**config.mk**
```make
export PLATFORM = sky130hd
export DESIGN_NAME = port_link_host
export DESIGN_NICKNAME = d
export VERILOG_FILES = /design/src/rtl/port_link_host.sv
export SDC_FILE = /design/constraint.sdc
export NUM_CORES = 1
export LEC_CHECK = 0
export ABC_CLOCK_PERIOD_IN_PS = 7000
export CELL_PAD_IN_SITES_DETAIL_PLACEMENT = 2
export CELL_PAD_IN_SITES_GLOBAL_PLACEMENT = 2
export CORE_UTILIZATION = 41
export DETAILED_ROUTE_END_ITERATION = 8
export PLACE_DENSITY = 0.95
export SYNTH_ARGS = -nofsm -noshare
export SYNTH_HDL_FRONTEND = slang
export SYNTH_SLANG_ARGS = --single-unit
```
**constraint.sdc**
```tcl
create_clock -name CLK -period 7 [get_ports CLK]
set_input_delay 1.4 -clock CLK [delete_from_list [all_inputs] [get_ports CLK]]
set_output_delay 1.4 -clock CLK [all_outputs]
set_load 0.1 [all_outputs]
```
**src/rtl/port_link_host.sv**
```systemverilog
`timescale 1ns/1ps
// Host side of a byte-wide strobe/acknowledge link to an MCU: a 4-entry TX FIFO drives P2/P3 STB,
// and an independent RX path captures P0 and answers the MCU strobe with P3 ACK.
module port_link_host #(
    parameter int unsigned SETUP   = 2,
    parameter int unsigned TIMEOUT = 1023
) (
    input  logic       CLK,
    input  logic       resetn,
    input  logic [7:0] wr_data,
    input  logic       wr_en,
    output logic       full,
    output logic [7:0] rx_data,
    output logic       rx_valid,
    output logic       tx_err,
    input  logic       err_clr,
    output logic [7:0] p2_out,
    output logic [7:0] p3_out,
    input  logic [7:0] p0_in,
    input  logic [3:0] p1l_in
);

    localparam logic [15:0] SETUP_LAST   = 16'(SETUP - 1);
    localparam logic [15:0] TIMEOUT_LAST = 16'(TIMEOUT - 1);

    typedef enum logic [1:0] {TX_IDLE, TX_SETUP, TX_STROBE, TX_RELEASE} tx_state_t;
    typedef enum logic {RX_IDLE, RX_ACK} rx_state_t;

    logic [1:0] stb_sync, ack_sync;
    logic       mcu_stb, mcu_ack;
    logic [1:0] unused_p1l;

    assign unused_p1l = p1l_in[3:2];

    // NOTE: sequential state is always written with <= so every flop samples pre-edge values.
    always_ff @(posedge CLK or negedge resetn) begin
        if (!resetn) begin
            stb_sync <= '0;
            ack_sync <= '0;
        end else begin
            stb_sync <= {stb_sync[0], p1l_in[0]};
            ack_sync <= {ack_sync[0], p1l_in[1]};
        end
    end

    assign mcu_stb = stb_sync[1];
    assign mcu_ack = ack_sync[1];

    // TX FIFO
    logic [7:0] fifo_mem [4];
    logic [1:0] wr_ptr, rd_ptr;
    logic [2:0] count, count_next;
    logic       push, pop;

    assign push       = wr_en && !full;
    assign count_next = count + 3'(push) - 3'(pop);

    always_ff @(posedge CLK or negedge resetn) begin
        if (!resetn) begin
            wr_ptr <= '0;
            rd_ptr <= '0;
            count  <= '0;
            full   <= 1'b0;
        end else begin
            if (push) wr_ptr <= wr_ptr + 2'd1;
            if (pop)  rd_ptr <= rd_ptr + 2'd1;
            count <= count_next;
            full  <= (count_next == 3'd4);
        end
    end

    // NOTE: storage has no reset; emptiness is defined by count, so stale entries are never read.
    always_ff @(posedge CLK) begin
        if (push) fifo_mem[wr_ptr] <= wr_data;
    end

    // TX handshake
    tx_state_t   tx_state, tx_next;
    logic [15:0] wait_cnt, cnt_next;
    logic [7:0]  p2_next;
    logic        host_stb, stb_next;
    logic        err_set;

    // NOTE: every always_comb output gets a default first so no path can infer a latch.
    always_comb begin
        tx_next  = tx_state;
        cnt_next = wait_cnt + 16'd1;
        p2_next  = p2_out;
        stb_next = host_stb;
        pop      = 1'b0;
        err_set  = 1'b0;
        case (tx_state)
            TX_IDLE: begin
                cnt_next = '0;
                if (count != 3'd0) begin
                    p2_next = fifo_mem[rd_ptr];
                    tx_next = TX_SETUP;
                end
            end
            TX_SETUP: begin
                if (wait_cnt == SETUP_LAST) begin
                    stb_next = 1'b1;
                    cnt_next = '0;
                    tx_next  = TX_STROBE;
                end
            end
            TX_STROBE: begin
                if (mcu_ack) begin
                    stb_next = 1'b0;
                    cnt_next = '0;
                    tx_next  = TX_RELEASE;
                end else if (wait_cnt == TIMEOUT_LAST) begin
                    stb_next = 1'b0;
                    pop      = 1'b1;
                    err_set  = 1'b1;
                    cnt_next = '0;
                    tx_next  = TX_IDLE;
                end
            end
            TX_RELEASE: begin
                // A stuck-high ACK times out exactly like a missing one.
                if (!mcu_ack || wait_cnt == TIMEOUT_LAST) begin
                    pop      = 1'b1;
                    err_set  = mcu_ack;
                    cnt_next = '0;
                    tx_next  = TX_IDLE;
                end
            end
            default: tx_next = TX_IDLE;
        endcase
    end

    always_ff @(posedge CLK or negedge resetn) begin
        if (!resetn) begin
            tx_state <= TX_IDLE;
            wait_cnt <= '0;
            p2_out   <= '0;
            host_stb <= 1'b0;
            tx_err   <= 1'b0;
        end else begin
            tx_state <= tx_next;
            wait_cnt <= cnt_next;
            p2_out   <= p2_next;
            host_stb <= stb_next;
            if (err_set)      tx_err <= 1'b1;
            else if (err_clr) tx_err <= 1'b0;
        end
    end

    // RX handshake
    rx_state_t  rx_state, rx_next;
    logic [7:0] rx_data_next;
    logic       rx_valid_next, host_ack, ack_next;

    always_comb begin
        rx_next       = rx_state;
        rx_data_next  = rx_data;
        rx_valid_next = 1'b0;
        ack_next      = host_ack;
        case (rx_state)
            RX_IDLE: begin
                if (mcu_stb) begin
                    rx_data_next  = p0_in;
                    rx_valid_next = 1'b1;
                    ack_next      = 1'b1;
                    rx_next       = RX_ACK;
                end
            end
            RX_ACK: begin
                if (!mcu_stb) begin
                    ack_next = 1'b0;
                    rx_next  = RX_IDLE;
                end
            end
            default: rx_next = RX_IDLE;
        endcase
    end

    always_ff @(posedge CLK or negedge resetn) begin
        if (!resetn) begin
            rx_state <= RX_IDLE;
            rx_data  <= '0;
            rx_valid <= 1'b0;
            host_ack <= 1'b0;
        end else begin
            rx_state <= rx_next;
            rx_data  <= rx_data_next;
            rx_valid <= rx_valid_next;
            host_ack <= ack_next;
        end
    end

    assign p3_out = {6'b000000, host_ack, host_stb};

endmodule

```
==> metrics.yaml <==
place:
  io_buffers: 42
  dp_cells: 381
  globalplace.congestion: 0.713
  place_hpwl_mm: 5.71
floorplanning:
  ios: 51
  die_h_um: 94.7
  rows: 33
  dieArea_um2: 8970
  design.core.area_um2: 8260
  die_w_um: 94.7
  start_util_pct: 42.7
setup_path:
  rrSetupSlack_ns: 3.93
  endpoint_kind: "register"
  r2r-start: "wait_cnt[11]"
  r2r_cells: 11
  endpoint: "full"
  max_stage_delay_ns: 0.45
  crit_type: "in2reg"
  critPathRequiredTime_ns: 7.29
  crit_family: "adder cells"
  crit_chain: "clkdlybuf4s50_1 -> nor2b_1 -> inv_1 -> ha_1 -> inv_1 -> ha_1 -> fa_1 -> xor2_1 -> xnor2_1 -> nor3b_1"
  cp.depth: 10
  start_kind: "input port"
  path_buf_inv: 3
  r2r-end: "full"
  path_max_fanout: 8
  cp-startpoint: "wr_en"
  arrival_ns: 3.85
  crit_slowest_cell: "clkdlybuf4s50_1"
cells_and_area:
  nNetsFinal: 322
  drive_above_1_share_pct: 16.4
  diodes: 0
  final-instance-count-excl-fill: 397
  area_growth_pct: 19.0
  fillers: 782
outcome:
  status: "finished, final reports clean"
pwr:
  ir_worst_vdd_mv: 0.151
  p_leak_nw: 1.70
  p_per_area_nw_per_um2: 429
route:
  drtAntennaViolNets: 0
  totalWireLength_mm: 9.27
  wl_per_cell_um: 23.4
  drc: 0
  drtIter0Drc: 73
  via_per_inst: 5.39
  vias: 2139
  drt_first_pass_iters: 4
timing:
  fin_crit_ns: 3.57
  min_period_over_period_pct: 51.0
  finalHoldViolCount: 0
  setup_viol: 0
  tightest_slew_ns: 0.998
  max_freq_ghz: 0.280
  finalSetupTns_ns: 0
  fin_skew_ns: 0.0212
  rsz0062_at_grt: "false"
  drv_slew: 0
  maxSlewHeadroom_pct: 33.3
clock_network:
  clk_pin_slew_ns: 0.09
  cts_root_buffer: "clkbuf_8"
  cts_hold_buf: 0
  tritoncts: "done"
  h-tree-depth: 3
  worstSkewPairLatency_ns: 0.37
  cts_setup_buffers: 0
  cts_resized: 0
  clock-sinks: 83
  cts_made_buffers: 9
  cts_max_path_buffers: 2
synthesis:
  synth_cell_types: 40
  yosysWarnings: 0
  synthTopCellsByCount: "51 x dfrtp_1, 32 x edfxtp_1, 21 x nor2_1, 16 x mux2_2"
  synthArstFlopShare_pct: 61.4
  synthCells: 244
  seq_area_frac_synth_pct: 63.5
  yosys-top-cells-area: "dfrtp_1 36%, edfxtp_1 27%, mux2_2 5.1%"
  ys_ff_latch: 83
  synth_area_leader_cell: "dfrtp_1"
  synth_edf_count: 32
  synth_top_area_share_pct: 36.2
  synth_most_common_cell: "dfrtp_1"
  synth-main-ff-cell: "dfrtp_1"
  syn_area_um2: 3520
  syn_area_per_cell_um2: 14.4
global_routing:
  grt_max_degree: 52
  antenna_found_initial: 0
  grt_pass1_vias: 2431
  grt_use_total_pct: 22.5
  grt_first_pass_wirelength_mm: 14.2
  grt-ovfl-total: 0
run:
  drv_cap: 0
worst_hold_path:
  holdCritPathClass: "reg2reg"
## where the power goes
group	internal, W	total [W]	leakage (nW)	switching [W]
sequential	0.000616	0.000721	0.928	0.000105
combinational	0.000228	0.000709	0.664	0.000482
clock	0.000187	0.000367	0.105	0.000181
## cell usage in the layout (no fill, tap or decap), types with 2 or more instances in the layout
master,netlist,final
dfrtp_1,51,51
clkdlybuf4s50_1,0,41
edfxtp_1,32,32
nor2_1,21,21
mux2_2,16,16
inv_1,13,13
xor2_1,13,13
nand2_1,10,10
ha_1,10,10
clkbuf_8,0,9
mux4_2,8,8
xnor2_1,7,7
and2_1,6,6
conb_1,1,6
o21ai_0,5,5
nand4_1,4,4
nor4_1,3,3
nand3_1,3,3
or3_1,2,2
nor3_1,2,2
and3_1,2,2
and4_1,2,2
o22ai_1,2,2
clkbuf_1,4,2
clkinv_2,0,2
## logic make-up (layout without fill, tap and decap cells)
logic type                 Yosys count  after routing  share of synthesized area, %
other                                1              6                         0.106
buffers and inverters               29             72                          4.51
DFF                                 83             83                          63.5
adders and majority gates           12             12                          4.44
AOI/OAI and AO/OA                   11             11                          1.95
and+or+nand+nor                     64             64                          10.3
xor gates and xnor gates            20             20                          4.97
muxes                               24             24                          10.2
## layer usage
| metal | global-route usage, % | vias up | wire (um) |
|---|---|---|---|
| met1 | 27.9 | 1121 | 3990 |
| met5 | 0 | - | 0 |
| met2 | 37.2 | 63 | 4630 |
| li1 | - | 931 | - |
| met4 | 11.2 | 0 | 314 |
| met3 | 4.59 | 24 | 337 |
## sequential cells by signal (all words and copies together) (netlist names)
signal    flops
host_stb      1
full          1
tx_err        1
rx_data       8
wr_ptr        2
count         3
rx_valid      1
p2_out        8
rd_ptr        2
stb_sync      2
tx_state      2
ack_sync      2
rx_state      1
host_ack      1
wait_cnt     16
fifo_mem     32
## worst register-to-register path, cell delays in order (launching register included)
cell and delay (ns):
dfrtp_1 0.48, nor4_4 0.40, nand4_2 0.24, maj3_2 0.40
nor2b_4 0.16, ha_1 0.14, inv_1 0.04, ha_1 0.18
fa_1 0.38, xor2_1 0.17, xnor2_1 0.20, nor3b_1 0.20
## worst min-delay path by stage
stage                startpoint           to  depth (start not counted)
floorplan           ack_sync[0]  ack_sync[1]                          0
global placement    stb_sync[0]  stb_sync[1]                          0
detailed placement  ack_sync[0]  ack_sync[1]                          0
CTS                 ack_sync[0]  ack_sync[1]                          0
global route        ack_sync[0]  ack_sync[1]                          0
finish              ack_sync[0]  ack_sync[1]                          0
## cell type report
| type | count | area [um2] | area share, % |
|---|---|---|---|
| Tap cell | 105 | 131 | 3.13 |
| Clock inverter | 4 | 48.8 | 1.16 |
| Timing Repair Buffer | 43 | 423 | 10.1 |
| Sequential cell | 83 | 2240 | 53.4 |
| Multi-Input combinational cell | 137 | 1150 | 27.4 |
| Inverter | 13 | 48.8 | 1.16 |
| Clock buffer | 12 | 156 | 3.73 |
## through the flow
stage	setup WS (ns)	cell area [um2]	hold WS, ns	utilization [%]	total power [W]
CTS	3.40	4190	0.358	50.8	0.00181
detailed placement	3.01	3990	0.342	48.3	0.00142
global placement	3.16	3990	0.336	48.3	0.00137
floorplan	3.82	3540	0.331	-	0.00125
global route	3.21	4190	0.385	50.8	0.00188
finish	3.43	4190	0.358	50.8	0.00180
No activity file was read; power rests on OpenSTA's default activity.
